## src/rtl/modred_pkg.sv

```systemverilog
// Shared definitions for the sequential modulo reducer: FSM state encoding
// and the helper that sizes the bit counter.
package modred_pkg;

  typedef enum logic [1:0] {
    ST_IDLE = 2'd0,
    ST_CALC = 2'd1,
    ST_DONE = 2'd2
  } state_e;

  function automatic int cnt_width(input int w);
    return $clog2(w + 1);
  endfunction

endpackage

```

## src/rtl/modred_step.sv

```systemverilog
// One restoring-division step: shift the next dividend bit into the partial
// remainder, subtract the modulus when it fits, and report the quotient bit.
module modred_step #(
  parameter int WIDTH = 32
) (
  input  logic [WIDTH-1:0] rem_in,
  input  logic             msb_in,
  input  logic [WIDTH-1:0] m,
  output logic [WIDTH-1:0] rem_out,
  output logic             q_bit
);

  logic [WIDTH:0] w_t;
  logic [WIDTH:0] w_m_ext;

  assign w_t     = {rem_in, msb_in};
  assign w_m_ext = {1'b0, m};
  assign q_bit   = (w_t >= w_m_ext);
  // The remainder stays below m after the subtract, so WIDTH bits always hold it.
  assign rem_out = q_bit ? WIDTH'(w_t - w_m_ext) : w_t[WIDTH-1:0];

endmodule

```

## src/rtl/modulo_reducer_seq.sv

```systemverilog
// Sequential number mod m / number div m using restoring shift-subtract,
// one quotient bit per cycle, with valid/ready on both sides.
//
// state   | meaning
// IDLE    | waiting for operands, in_ready high
// CALC    | shift-subtract, one quotient bit per cycle, WIDTH cycles
// DONE    | result held with out_valid high until out_ready
module modulo_reducer_seq
  import modred_pkg::*;
#(
  parameter int WIDTH = 32
) (
  input  logic             clk,
  input  logic             rst,
  input  logic             in_valid,
  output logic             in_ready,
  input  logic [WIDTH-1:0] number,
  input  logic [WIDTH-1:0] m,
  output logic             out_valid,
  input  logic             out_ready,
  output logic [WIDTH-1:0] result,
  output logic [WIDTH-1:0] quotient,
  output logic             div_by_zero
);

  localparam int CW = cnt_width(WIDTH);

  state_e           r_state;
  logic [WIDTH-1:0] r_rem;
  logic [WIDTH-1:0] r_dsr;
  logic [WIDTH-1:0] r_quo;
  logic [WIDTH-1:0] r_m;
  logic [CW-1:0]    r_cnt;
  logic             r_dbz;

  logic [WIDTH-1:0] w_rem_next;
  logic             w_q_bit;

  modred_step #(.WIDTH(WIDTH)) u_step (
    .rem_in  (r_rem),
    .msb_in  (r_dsr[WIDTH-1]),
    .m       (r_m),
    .rem_out (w_rem_next),
    .q_bit   (w_q_bit)
  );

  always_ff @(posedge clk) begin
    if (rst) begin
      r_state <= ST_IDLE;
      r_rem   <= '0;
      r_dsr   <= '0;
      r_quo   <= '0;
      r_m     <= '0;
      r_cnt   <= '0;
      r_dbz   <= 1'b0;
    end else begin
      case (r_state)
        ST_IDLE: begin
          if (in_valid) begin
            r_m   <= m;
            r_dsr <= number;
            r_cnt <= CW'(WIDTH);
            r_dbz <= 1'b0;
            if (m == '0) begin
              r_rem   <= number;
              r_quo   <= '1;
              r_dbz   <= 1'b1;
              r_state <= ST_DONE;
            end else if (number < m) begin
              r_rem   <= number;
              r_quo   <= '0;
              r_state <= ST_DONE;
            end else begin
              r_rem   <= '0;
              r_quo   <= '0;
              r_state <= ST_CALC;
            end
          end
        end
        ST_CALC: begin
          r_rem <= w_rem_next;
          r_dsr <= {r_dsr[WIDTH-2:0], 1'b0};
          r_quo <= {r_quo[WIDTH-2:0], w_q_bit};
          r_cnt <= r_cnt - CW'(1);
          if (r_cnt == CW'(1)) r_state <= ST_DONE;
        end
        ST_DONE: begin
          if (out_ready) r_state <= ST_IDLE;
        end
        default: r_state <= ST_IDLE;
      endcase
    end
  end

  assign in_ready    = (r_state == ST_IDLE) && !rst;
  assign out_valid   = (r_state == ST_DONE);
  assign result      = r_rem;
  assign quotient    = r_quo;
  assign div_by_zero = r_dbz;

endmodule

```

## config.mk

```make
export PLATFORM = sky130hd
export DESIGN_NAME = modulo_reducer_seq
export DESIGN_NICKNAME = d
export VERILOG_FILES = /design/src/rtl/modred_pkg.sv /design/src/rtl/modred_step.sv /design/src/rtl/modulo_reducer_seq.sv
export SDC_FILE = /design/constraint.sdc
export NUM_CORES = 1
export LEC_CHECK = 0
export CORE_MARGIN = 2
export CORE_UTILIZATION = 45
export DETAILED_ROUTE_END_ITERATION = 8
export PLACE_DENSITY = 0.67
export SLEW_MARGIN = 20
export SYNTH_ARGS = -nofsm -noshare
export SYNTH_HDL_FRONTEND = slang
export SYNTH_SLANG_ARGS = --single-unit
```

## constraint.sdc

```tcl
create_clock -name clk -period 3.4 [get_ports clk]
set_clock_uncertainty 0.15 [all_clocks]
set_input_delay 0.51 -clock clk [delete_from_list [all_inputs] [get_ports clk]]
set_output_delay 0.51 -clock clk [all_outputs]
set_load 0.03 [all_outputs]
```

# After elaboration in Yosys (flattened, before gate mapping)

Index checks and enable logic that the tools add are counted.
W data, S select, Z words.

Equality and inequality tests: 6
Order comparisons: 2
Add/subtract/negate cells: 2
Reduce and logical (&&, ||, !) cells: 8
Muxes and demuxes: 19

Operators with widths:

| kind                  | number |
|---|---|
| $mux W32              | 7 |
| $pmux W32 S2          | 3 |
| $ge A33 B32 Y1        | 1 |
| $logic_not A32 Y1     | 1 |
| $lt A32 B32 Y1        | 1 |
| $sub A32 B32 Y32      | 1 |
| $pmux W6 S2           | 1 |
| $mux W2               | 5 |
| $eq A6 B1 Y1 const B  | 1 |
| $mux W6               | 1 |
| $pmux W2 S3           | 1 |
| $sub A6 B1 Y6 const B | 1 |
| $ne A2 B2 Y1 const B  | 2 |
| $reduce_and A2 Y1     | 2 |
| $reduce_and A3 Y1     | 1 |
| $eq A2 B1 Y1 const B  | 1 |
| $eq A2 B2 Y1 const B  | 1 |
| $logic_not A2 Y1      | 1 |
| $ne A2 B1 Y1 const B  | 1 |
| $reduce_bool A2 Y1    | 1 |
| $logic_and A1 B1 Y1   | 1 |
| $logic_not A1 Y1      | 1 |
| $mux W1               | 1 |

Logic and storage cells: 44
Output and inout bits: 67
Register bits: 137
Input bits: 68

# Longest topological paths before layout

Gate-level depths: netlist of run 1.

Depth after elaboration: 5
Mapped depth: 13
Gate-level depth less buffers: 12

# Modules after synthesis

Synthesis of run 1 repeated with hierarchy kept, for this count alone.

Cell total of the unflattened synthesis: 1118
Area, all modules: 8947.3 sq um

By module, submodules not included:

| module             | area an instance (sq um) | cells an instance | instances | seq. area each (sq um) |
|---|---|---|---|---|
| modulo_reducer_seq | 6616.3                   | 795               | 1         | 2742.6 |
| modred_step        | 2331.0                   | 323               | 1         | 0.0 |

# Least setup slack after synthesis of run 1

OpenSTA, ideal clock, no wires.

Path kind: register to register
Start: reg r_rem[23], in the netlist result[23]
End: reg r_rem[24], in the netlist result[24]
Required time: 3.147 ns
Path buffers: 2
Arrival time: 2.806 ns
Slack: 0.340 ns
Stages on the path, launching flop included: 12
Library setup time: 0.103 ns
Clock period less this slack: 3.060 ns
Path through: dfxtp_1 > ha_1 > buf_2 > a21oi_2 > o21ai_1 > nor2b_1 > a211o_1 > a221o_1 > or2_1 > buf_6 > mux2i_1 > a2111oi_2

Cells in the longest elaborated chain, start to end: 3
Elaborated cells on any way between the ends: 4
Those cells by class: add/sub: 1; order compare: 1; mux: 2

RTL lines:

| what                                                      | RTL line                             | RTL |
|---|---|---|
| from (decl)                                               | modulo_reducer_seq.sv:29             | `logic [WIDTH-1:0] r_rem;` |
| from (signal assigned)                                    | modulo_reducer_seq.sv:65             | `r_rem <= number;` |
| from (signal assigned)                                    | modulo_reducer_seq.sv:70             | `r_rem <= number;` |
| from (signal assigned)                                    | modulo_reducer_seq.sv:81             | `r_rem <= w_rem_next;` |
| $sub A32 B32 Y32 / $ge A33 B32 Y1 (equally long branches) | modred_step.sv:20, modred_step.sv:18 |  |
| $mux W32 (*)                                              | modred_step.sv:20                    | `assign rem_out = q_bit ? WIDTH'(w_t - w_m_ext) : w_t[WIDTH-1:0];` |
| $pmux W32 S2 (*)                                          | modulo_reducer_seq.sv:57             | `case (r_state)` |

Mark *: on every way between the ends. The rest lies on a longest branch, timed or not.
A chain may end at the register's enable or synchronous reset.

# Final worst setup path of run 1

Start: in m[26]
End: reg r_rem[5], in the netlist result[5]

Cells in the longest elaborated chain, start to end: 5
Elaborated cells on any way between the ends: 6
Those cells by class: order compare: 1; mux: 4; reduce/logical: 1

RTL lines:

| what             | RTL line                 | RTL |
|---|---|---|
| from (decl)      | modulo_reducer_seq.sv:18 | `input logic [WIDTH-1:0] m,` |
| $lt A32 B32 Y1   | modulo_reducer_seq.sv:69 | `end else if (number < m) begin` |
| $mux W32         | modulo_reducer_seq.sv:69 |  |
| $mux W32 (*)     | modulo_reducer_seq.sv:64 | `if (m == '0) begin` |
| $mux W32 (*)     | modulo_reducer_seq.sv:59 | `if (in_valid) begin` |
| $pmux W32 S2 (*) | modulo_reducer_seq.sv:57 |  |

Mark *: on every way between the ends. The rest lies on a longest branch, timed or not. The select of a mux whose other input is x is not followed.

==> impl_metrics.env, run 1 <==
export IMPL_grt_pass1_vias=8154
export IMPL_worstMarginPinSlew_ps=737
export IMPL_crit_required_ps=3530
export IMPL_p_per_area_nw_per_um2=648
export IMPL_cts_buffers=17
export IMPL_start_util=0.457
export IMPL_cts_tree="yes"
export IMPL_finalCritPeriodShare=0.968
export IMPL_die_height_um=141
export IMPL_hold_viol_final=0
export IMPL_hp_class="reg2reg"
export IMPL_yosysSeqAreaShare=0.323
export IMPL_nNetsFinal=1401
export IMPL_routedWlPerCell_um=18.3
export IMPL_fp_dieW_um=141
export IMPL_drt_first_pass_iters=5
export IMPL_num_vias=8808
export IMPL_num_fill_cells=1742
export IMPL_yosys_area_share_adder=0.0981
export IMPL_cpLargestDelayFamily="compound AO/OA/AOI/OAI gates"
export IMPL_synth_top_flop_cell="dfxtp_1"
export IMPL_htree_levels=4
export IMPL_area_growth_pct=29.2
export IMPL_grt_setup_unrepaired="false"
export IMPL_final_common_cell="nand2_1"
export IMPL_antenna_cells=0
export IMPL_dieArea_um2=20000
export IMPL_cp_slowest_cell="clkdlybuf4s50_1"
export IMPL_yosys_register_bits=137
export IMPL_power_w=0.00711
export IMPL_drv_slew=0
export IMPL_io_buffers=134
export IMPL_hpwl_mm=20.4
export IMPL_syn_area_um2=8490
export IMPL_drv_cap=0
export IMPL_synth_avg_cell_area_um2=7.53
export IMPL_clock_latency_ps=430
export IMPL_cts_buffer_depth=2
export IMPL_hold_worst_slack_ps=304
export IMPL_core_area_um2=18600
export IMPL_fin_crit_ps=3290
export IMPL_grtUsageTotal=0.276
export IMPL_gr_total_overflow=0
export IMPL_pin_count=135
export IMPL_fmax_mhz=304
export IMPL_cp_slowest_stage_delay_ps=540
export IMPL_drc=0
export IMPL_path_clk_slew_ps=70
export IMPL_final_util=0.591
export IMPL_crit_type="in2reg"
export IMPL_ir_worst_vdd_mv=0.390
export IMPL_crit_buf_inv=4
export IMPL_antenna_found_initial=0
export IMPL_yosys_mux_area_fraction=0.0237
export IMPL_drive_gt1_frac=0.0945
export IMPL_outcome="finished clean"
export IMPL_num_rows=50
export IMPL_slew_headroom=0.504
export IMPL_arrival_ps=3420
export IMPL_synth_compound_area_frac=0.258
export IMPL_grt_pass1_wl_mm=43.6
export IMPL_via_per_inst=5.82
export IMPL_finalSetupViolCount=0
export IMPL_cp_end_kind="register"
export IMPL_ys_warnings_count=0
export IMPL_clock_sinks=137
export IMPL_cp_max_fo=18
export IMPL_path_cells="clkdlybuf4s50_1 > inv_1 > ha_1 > nand4_1 > nor4_2 > o21ai_0 > a21oi_1 > o21ai_2 > buf_12 > buf_4 > a31oi_1 > o22ai_1"
export IMPL_synth_distinct_cells=67
export IMPL_synthArstFlopShare=0
export IMPL_syn_inst=1128
export IMPL_drtIter0Drc=743
export IMPL_grt_start_max_net_pins=111
export IMPL_synthSimpleGateAreaFrac=0.194
export IMPL_synth_nets=1262
export IMPL_antenna_left=0
export IMPL_p_leak_nw=4.55
export IMPL_worstSetupStartpointType="primary input"
export IMPL_synth_edf_count=0
export IMPL_drt_total_wl_mm=27.7
export IMPL_synth_top_family_by_area="compound AO/OA/AOI/OAI gates"
export IMPL_gp_congestion=0.972
export IMPL_layout_common_cells="nand2_1 (152), a21oi_1 (138), dfxtp_1 (137), clkdlybuf4s50_1 (133), nor2_1 (116)"
export IMPL_synth_xor_area_share=0.0309
export IMPL_cts_root_buf="clkbuf_16"
-- metal layers --
metal  part of all wire  vias up  GRT usage
li1                   -     4294          -
met1               0.47     4176      0.395
met2               0.45      295      0.426
met3              0.060       43     0.0445
met4              0.022        0     0.0853
met5                  0        -          0
-- tightest hold or removal path, stage by stage (launching register included) --
cell and delay (ps):
dfxtp_1 310, nand2_1 50, a21oi_1 50
-- area by class of cell --
class / count / area (um2) / share of cell area
tap: 234 / 293 / 0.0267
inverter: 76 / 285 / 0.0260
clock inverter: 15 / 165 / 0.0151
timing repair buffer: 198 / 1880 / 0.172
clock buffer: 17 / 425 / 0.0388
sequential: 137 / 2740 / 0.250
multi-input combinational: 837 / 5180 / 0.472
-- synthesized netlist by cell type (all sizes together), types with 3 or more instances --
master	count	share of area
mux2i	19	0.022
nor2b	6	0.0044
nor2	118	0.052
nand4	17	0.013
or3	3	0.0022
o22ai	18	0.013
o21bai	19	0.017
a211o	3	0.0031
xnor2	16	0.017
buf	18	0.013
nand3	12	0.0077
a21o	16	0.014
inv	76	0.034
o21a	5	0.0044
nor4	12	0.0088
dfxtp	137	0.32
a221oi	3	0.0031
a21oi	140	0.083
clkbuf	60	0.027
or2	4	0.0029
a311oi	14	0.014
o21ai	36	0.022
a2111oi	5	0.0096
a211oi	27	0.024
xor2	14	0.014
o22a	3	0.0031
a31oi	24	0.018
nor3	46	0.027
o211ai	7	0.0068
ha	65	0.096
nand2	152	0.067
-- registers in the layout, indices dropped and copies added, names as in the netlist --
register / flops
r_state: 2
div_by_zero: 1
quotient: 32
r_cnt: 6
r_m: 32
r_dsr: 32
result: 32
-- power by group --
| group | leakage (nW) | internal, W | switching [W] |
|---|---|---|---|
| registers | 1.13 | 0.00182 | 0.000184 |
| clock network | 0.290 | 0.000994 | 0.000869 |
| logic | 3.13 | 0.00135 | 0.00191 |
| total | 4.55 | 0.00416 | 0.00296 |
-- timing repair --
item | CTS | global route
hold buffers | 0 | 0
gates resized for setup | 0 | 4
setup buffers | 0 | 0
setup endpoints to repair | 0 | 9
-- worst paths after layout --
kind | from | end | slack, ps | cells after the start
setup / recovery | m[26] | result[5] | 110 | 12
hold / removal | r_m[10] | r_m[10] | 300 | 2
setup reg to reg | r_m[24] | result[24] | 210 | 11
hold reg to reg | r_m[10] | r_m[10] | 300 | 2
-- cell families after synthesis --
family / count (synthesis)
simple gates: 380
flops: 137
buf+inv: 154
fa+ha+maj: 66
mux: 20
xor+xnor: 30
compound gates: 341
-- stage by stage --
step	setup TNS, ps	cell area [um2]	worst slack, ps	cells
floorplan	0	8490	340	1128
global placement	-9210	10400	-419	1482
detailed placement	-9340	10400	-423	1482
CTS	0	11000	24.3	1514
global route	0	11000	27.6	1514
finish	0	11000	108	1514
(Power assumes the default switching activity.)
==> run 2: changes to the inputs <==
--- a/config.mk
+++ b/config.mk
@@ -6,9 +6,9 @@
 export NUM_CORES = 1
 export LEC_CHECK = 0
 export CORE_MARGIN = 2
-export CORE_UTILIZATION = 45
+export CORE_UTILIZATION = 40
 export DETAILED_ROUTE_END_ITERATION = 8
-export PLACE_DENSITY = 0.67
+export PLACE_DENSITY = 0.6
 export SLEW_MARGIN = 20
 export SYNTH_ARGS = -nofsm -noshare
 export SYNTH_HDL_FRONTEND = slang
==> run 2 against run 1 <==
Net effect:
- cell area is 1.7% higher
- non-clock buffer count is 15 higher
- maximum frequency is 1.2% lower
- sequential cell count stayed put
- sequential share of layout area is 0.41 points lower
- clock power is 3% higher
- worst setup slack worse by 40 ps
- hold slack worse by 83 ps
- critical endpoint is now result[19]
- largest power group unchanged
- highest routed layer unchanged
==> impl_metrics.env, run 2 (synthesized netlist as in run 1, its figures left out) <==
export IMPL_outcome="finished clean"
export IMPL_antenna_found_initial=0
export IMPL_cts_root_buf="clkbuf_16"
export IMPL_crit_type="in2reg"
export IMPL_via_per_inst=5.52
export IMPL_cts_tree="yes"
export IMPL_drv_slew=0
export IMPL_crit_buf_inv=6
export IMPL_fp_dieW_um=150
export IMPL_clock_sinks=137
export IMPL_ir_worst_vdd_mv=0.373
export IMPL_cts_buffers=17
export IMPL_arrival_ps=3540
export IMPL_hpwl_mm=21.0
export IMPL_cp_slowest_cell="nor4_1"
export IMPL_worstMarginPinSlew_ps=840
export IMPL_layout_common_cells="nand2_1 (152), a21oi_1 (139), dfxtp_1 (137), clkdlybuf4s50_1 (133), nor2_1 (116)"
export IMPL_p_per_area_nw_per_um2=643
export IMPL_num_rows=53
export IMPL_grt_setup_unrepaired="false"
export IMPL_cts_buffer_depth=2
export IMPL_pin_count=135
export IMPL_start_util=0.405
export IMPL_clock_latency_ps=440
export IMPL_dieArea_um2=22400
export IMPL_area_growth_pct=31.4
export IMPL_setup_slack_ps=67.3
export IMPL_num_vias=8661
export IMPL_finalSetupViolCount=0
export IMPL_dpl_cell_area_um2=10500
export IMPL_fin_crit_ps=3330
export IMPL_place_ws_ps=-325
export IMPL_grt_pass1_wl_mm=44.1
export IMPL_drc=0
export IMPL_die_height_um=150
export IMPL_path_common_cell="buf_4"
export IMPL_power_w=0.00717
export IMPL_core_area_um2=21000
export IMPL_hold_worst_slack_ps=221
export IMPL_dp_cells=1538
export IMPL_drv_cap=0
export IMPL_gp_congestion=0.948
export IMPL_crit_required_ps=3610
export IMPL_hp_class="in2reg"
export IMPL_grt_start_max_net_pins=111
export IMPL_p_leak_nw=4.63
export IMPL_htree_levels=4
export IMPL_finalCritPeriodShare=0.980
export IMPL_nNetsFinal=1416
export IMPL_cp_max_fo=27
export IMPL_antenna_left=0
export IMPL_grt_pass1_vias=7905
export IMPL_slew_headroom=0.440
export IMPL_drive_gt1_frac=0.102
export IMPL_gr_total_overflow=0
export IMPL_fin_cells=1570
export IMPL_grtUsageTotal=0.252
export IMPL_cpLargestDelayFamily="buffers and inverters"
export IMPL_path_cells="clkdlybuf4s50_1 > nor4_1 > buf_4 > nand4_1 > buf_4 > nor2_1 > inv_1 > o21ai_2 > buf_12 > nor2_1 > buf_4 > a2111o_1 > a31oi_1"
export IMPL_path_clk_slew_ps=80
export IMPL_drtIter0Drc=708
export IMPL_routedWlPerCell_um=18.0
export IMPL_io_buffers=134
export IMPL_drt_total_wl_mm=28.3
export IMPL_drt_first_pass_iters=5
export IMPL_worstSetupStartpointType="primary input"
export IMPL_final_area_um2=11200
export IMPL_hold_viol_final=0
export IMPL_fmax_mhz=300
export IMPL_cp_slowest_stage_delay_ps=650
export IMPL_antenna_cells=0
export IMPL_cp_end_kind="register"
export IMPL_final_common_cell="nand2_1"
-- run 2: cell types whose count changed in the layout (fill, tap and decap cells not counted), moves of 2 or more --
| cell | before | now |
|---|---|---|
| a211oi_1 | 25 | 27 |
| a211oi_2 | 2 | 0 |
| buf_4 | 60 | 74 |
| clkinv_8 | 2 | 8 |
| inv_8 | 8 | 3 |
-- run 2: per-stage QoR --
step                 util  TNS [ps]
global route        0.532         0
CTS                 0.532         0
detailed placement  0.502     -3070
global placement    0.502     -1520
finish              0.532         0
floorplan               -         0
-- run 2: power by group --
part	leakage, nW	internal, W	switching, W
clock	0.301	0.00101	0.000909
combinational	3.20	0.00135	0.00190
sequential	1.13	0.00182	0.000184
total	4.63	0.00417	0.00300
-- run 2: worst paths after layout --
check | slack, ps | cells past startpoint | endpoint | from
max | 70 | 13 | result[19] | m[0]
min | 220 | 2 | r_m[30] | rst
max reg2reg | 190 | 12 | result[24] | r_dsr[31]
min reg2reg | 310 | 2 | r_m[29] | r_m[29]
-- run 2: metal layers --
layer	track usage	up-vias	share of wire	wire length, um
met3	0.0439	35	0.062	1740
met2	0.386	263	0.45	12700
met1	0.368	4047	0.47	13400
met5	0	-	0	0
li1	-	4316	-	-
met4	0.0637	0	0.016	450
-- run 2: final cells by class --
class	count	area [um2]
flip-flops and latches	137	2740
clock inverters	15	199
inverters	76	285
fillers	2100	9800
multi-input cells	837	5160
clock buffers	17	425
well taps	275	344
repair buffers	213	2000
-- run 2: repair_timing --
action                     4_1_cts  5_1_grt
setup buffers                    0        0
gates resized for setup          0        1
setup endpoints to repair        0        3
hold buffers                     0        0
==> run 3: changes to the inputs <==
--- a/config.mk
+++ b/config.mk
@@ -9,6 +9,7 @@
 export CORE_UTILIZATION = 40
 export DETAILED_ROUTE_END_ITERATION = 8
 export PLACE_DENSITY = 0.6
+export RECOVER_POWER = 25
 export SLEW_MARGIN = 20
 export SYNTH_ARGS = -nofsm -noshare
 export SYNTH_HDL_FRONTEND = slang
==> run 3 against run 2 <==
Net effect:
- register-to-register slack got worse by 30 ps
- first-iteration DRC count fell by 3.1%
- sequential share of layout area rose by 0.066 points
- clock power about the same
- highest routed layer unchanged
- non-clock buffer count is the same
- final cell count is the same
==> impl_metrics.env, run 3 (synthesized netlist as in run 1, its figures left out) <==
export IMPL_cp_end_kind="register"
export IMPL_num_rows=53
export IMPL_dp_cells=1538
export IMPL_ctsHoldBuffers=0
export IMPL_htree_levels=4
export IMPL_grt_start_max_net_pins=111
export IMPL_cts_root_buf="clkbuf_16"
export IMPL_antenna_cells=0
export IMPL_drt_first_pass_iters=5
export IMPL_worstSetupStartpointType="primary input"
export IMPL_ir_worst_vdd_mv=0.372
export IMPL_hold_worst_slack_ps=228
export IMPL_crit_required_ps=3610
export IMPL_arrival_ps=3510
export IMPL_drive_gt1_frac=0.101
export IMPL_drv_cap=0
export IMPL_io_buffers=134
export IMPL_worstMarginPinSlew_ps=1270
export IMPL_drc=0
export IMPL_grtUsageTotal=0.252
export IMPL_hp_class="in2reg"
export IMPL_gr_total_overflow=0
export IMPL_cts_resized=0
export IMPL_die_height_um=150
export IMPL_gp_congestion=0.948
export IMPL_grt_pass1_wl_mm=44.1
export IMPL_power_switching_w=0.00299
export IMPL_internal_power_w=0.00415
export IMPL_clock_latency_ps=440
export IMPL_p_per_area_nw_per_um2=642
export IMPL_antenna_left=0
export IMPL_path_clk_slew_ps=70
export IMPL_via_per_inst=5.52
export IMPL_cp_slowest_stage_delay_ps=630
export IMPL_pwr_share_comb=0.452
export IMPL_start_util=0.405
export IMPL_num_vias=8674
export IMPL_path_common_cell="buf_4"
export IMPL_cts_buffers=17
export IMPL_pin_count=135
export IMPL_core_area_um2=21000
export IMPL_p_clk_frac=0.268
export IMPL_drt_total_wl_mm=28.2
export IMPL_drtIter0Drc=686
export IMPL_slew_headroom=0.153
export IMPL_crit_type="in2reg"
export IMPL_area_growth_pct=31.0
export IMPL_cp_max_fo=27
export IMPL_p_leak_nw=4.73
export IMPL_fmax_mhz=303
export IMPL_path_cells="clkdlybuf4s50_1 > nor4_1 > buf_4 > nand4_1 > buf_4 > nor2_1 > inv_1 > o21ai_2 > buf_12 > nor2_1 > buf_4 > a2111o_1 > a31oi_1"
export IMPL_fp_dieW_um=150
export IMPL_finalSetupViolCount=0
export IMPL_layout_common_cells="nand2_1 (152), a21oi_1 (139), dfxtp_1 (137), nor2_1 (117), clkdlybuf4s50_1 (90)"
export IMPL_outcome="finished clean"
export IMPL_cp_slowest_cell="nor4_1"
export IMPL_grt_pass1_vias=7905
export IMPL_switching_share=0.419
export IMPL_hpwl_mm=21.0
export IMPL_clock_sinks=137
export IMPL_routedWlPerCell_um=18.0
export IMPL_cts_setup_buffers=0
export IMPL_dieArea_um2=22400
export IMPL_grt_setup_unrepaired="false"
export IMPL_final_common_cell="nand2_1"
export IMPL_finalCritPeriodShare=0.971
export IMPL_seqPwrFrac=0.280
export IMPL_fin_crit_ps=3300
export IMPL_antenna_found_initial=0
export IMPL_nNetsFinal=1416
export IMPL_cts_buffer_depth=2
export IMPL_drv_slew=0
export IMPL_hold_viol_final=0
export IMPL_fin_cells=1570
export IMPL_cts_tree="yes"
[run 3: cell count changes in the layout (fill, tap and decap cells not counted)]
cell	change
buf_12	-2
dlygate4sd3_1	+43
clkdlybuf4s50_1	-43
nor2_1	+1
clkbuf_4	+1
nor2_2	-1
clkbuf_2	+1
[run 3: power groups by stage]
stage	Sequential [W]	Combinational, W	Clock, W
3_5_place_dp	0.00203	0.00321	0
6_report	0.00200	0.00323	0.00191
5_1_grt	0.00203	0.00352	0.00200
2_1_floorplan	0.00219	0.00204	0
3_3_place_gp	0.00203	0.00320	0
4_1_cts	0.00200	0.00323	0.00194
[run 3: worst paths after layout]
kind                from    endpoint  cells after the start  slack [ps]
hold reg to reg   r_m[5]      r_m[5]                      2         310
setup reg to reg  r_m[0]  result[24]                     11         160
hold / removal       rst     r_m[30]                      2         230
setup / recovery    m[0]  result[19]                     13         100
[run 3: cell type report]
| cell class | instances | area (um2) |
|---|---|---|
| Clock buffer | 17 | 425 |
| Clock inverter | 15 | 199 |
| Fill cell | 2103 | 9830 |
| Inverter | 76 | 285 |
| Multi-Input combinational cell | 837 | 5160 |
| Sequential cell | 137 | 2740 |
| Tap cell | 275 | 344 |
| Timing Repair Buffer | 213 | 1970 |
[run 3: critical path, delay by kind of cell]
family / cells / cell delay (ps)
buffers and inverters: 6 / 1390
AOI/OAI and AO/OA: 3 / 600
and+or+nand+nor: 4 / 1000
[run 3: per-stage QoR]
stage                     total power, W  area, um2  utilization  setup WS (ps)  setup TNS, ps
after global routing             0.00754      11100        0.531           7.01              0
after detailed placement         0.00524      10500        0.502           -325          -3070
after CTS                        0.00717      11100        0.532            111              0
after global placement           0.00523      10500        0.502           -269          -1520
final                            0.00714      11100        0.531           99.0              0
after floorplan                  0.00423       8490            -            340              0
[run 3: metal layers]
metal  track usage  up-vias  part of all wire
li1              -     4316                 -
met1         0.368     4054              0.48
met2         0.386      270              0.45
met3        0.0439       34             0.060
met4        0.0637        0             0.016
met5             0        -                 0
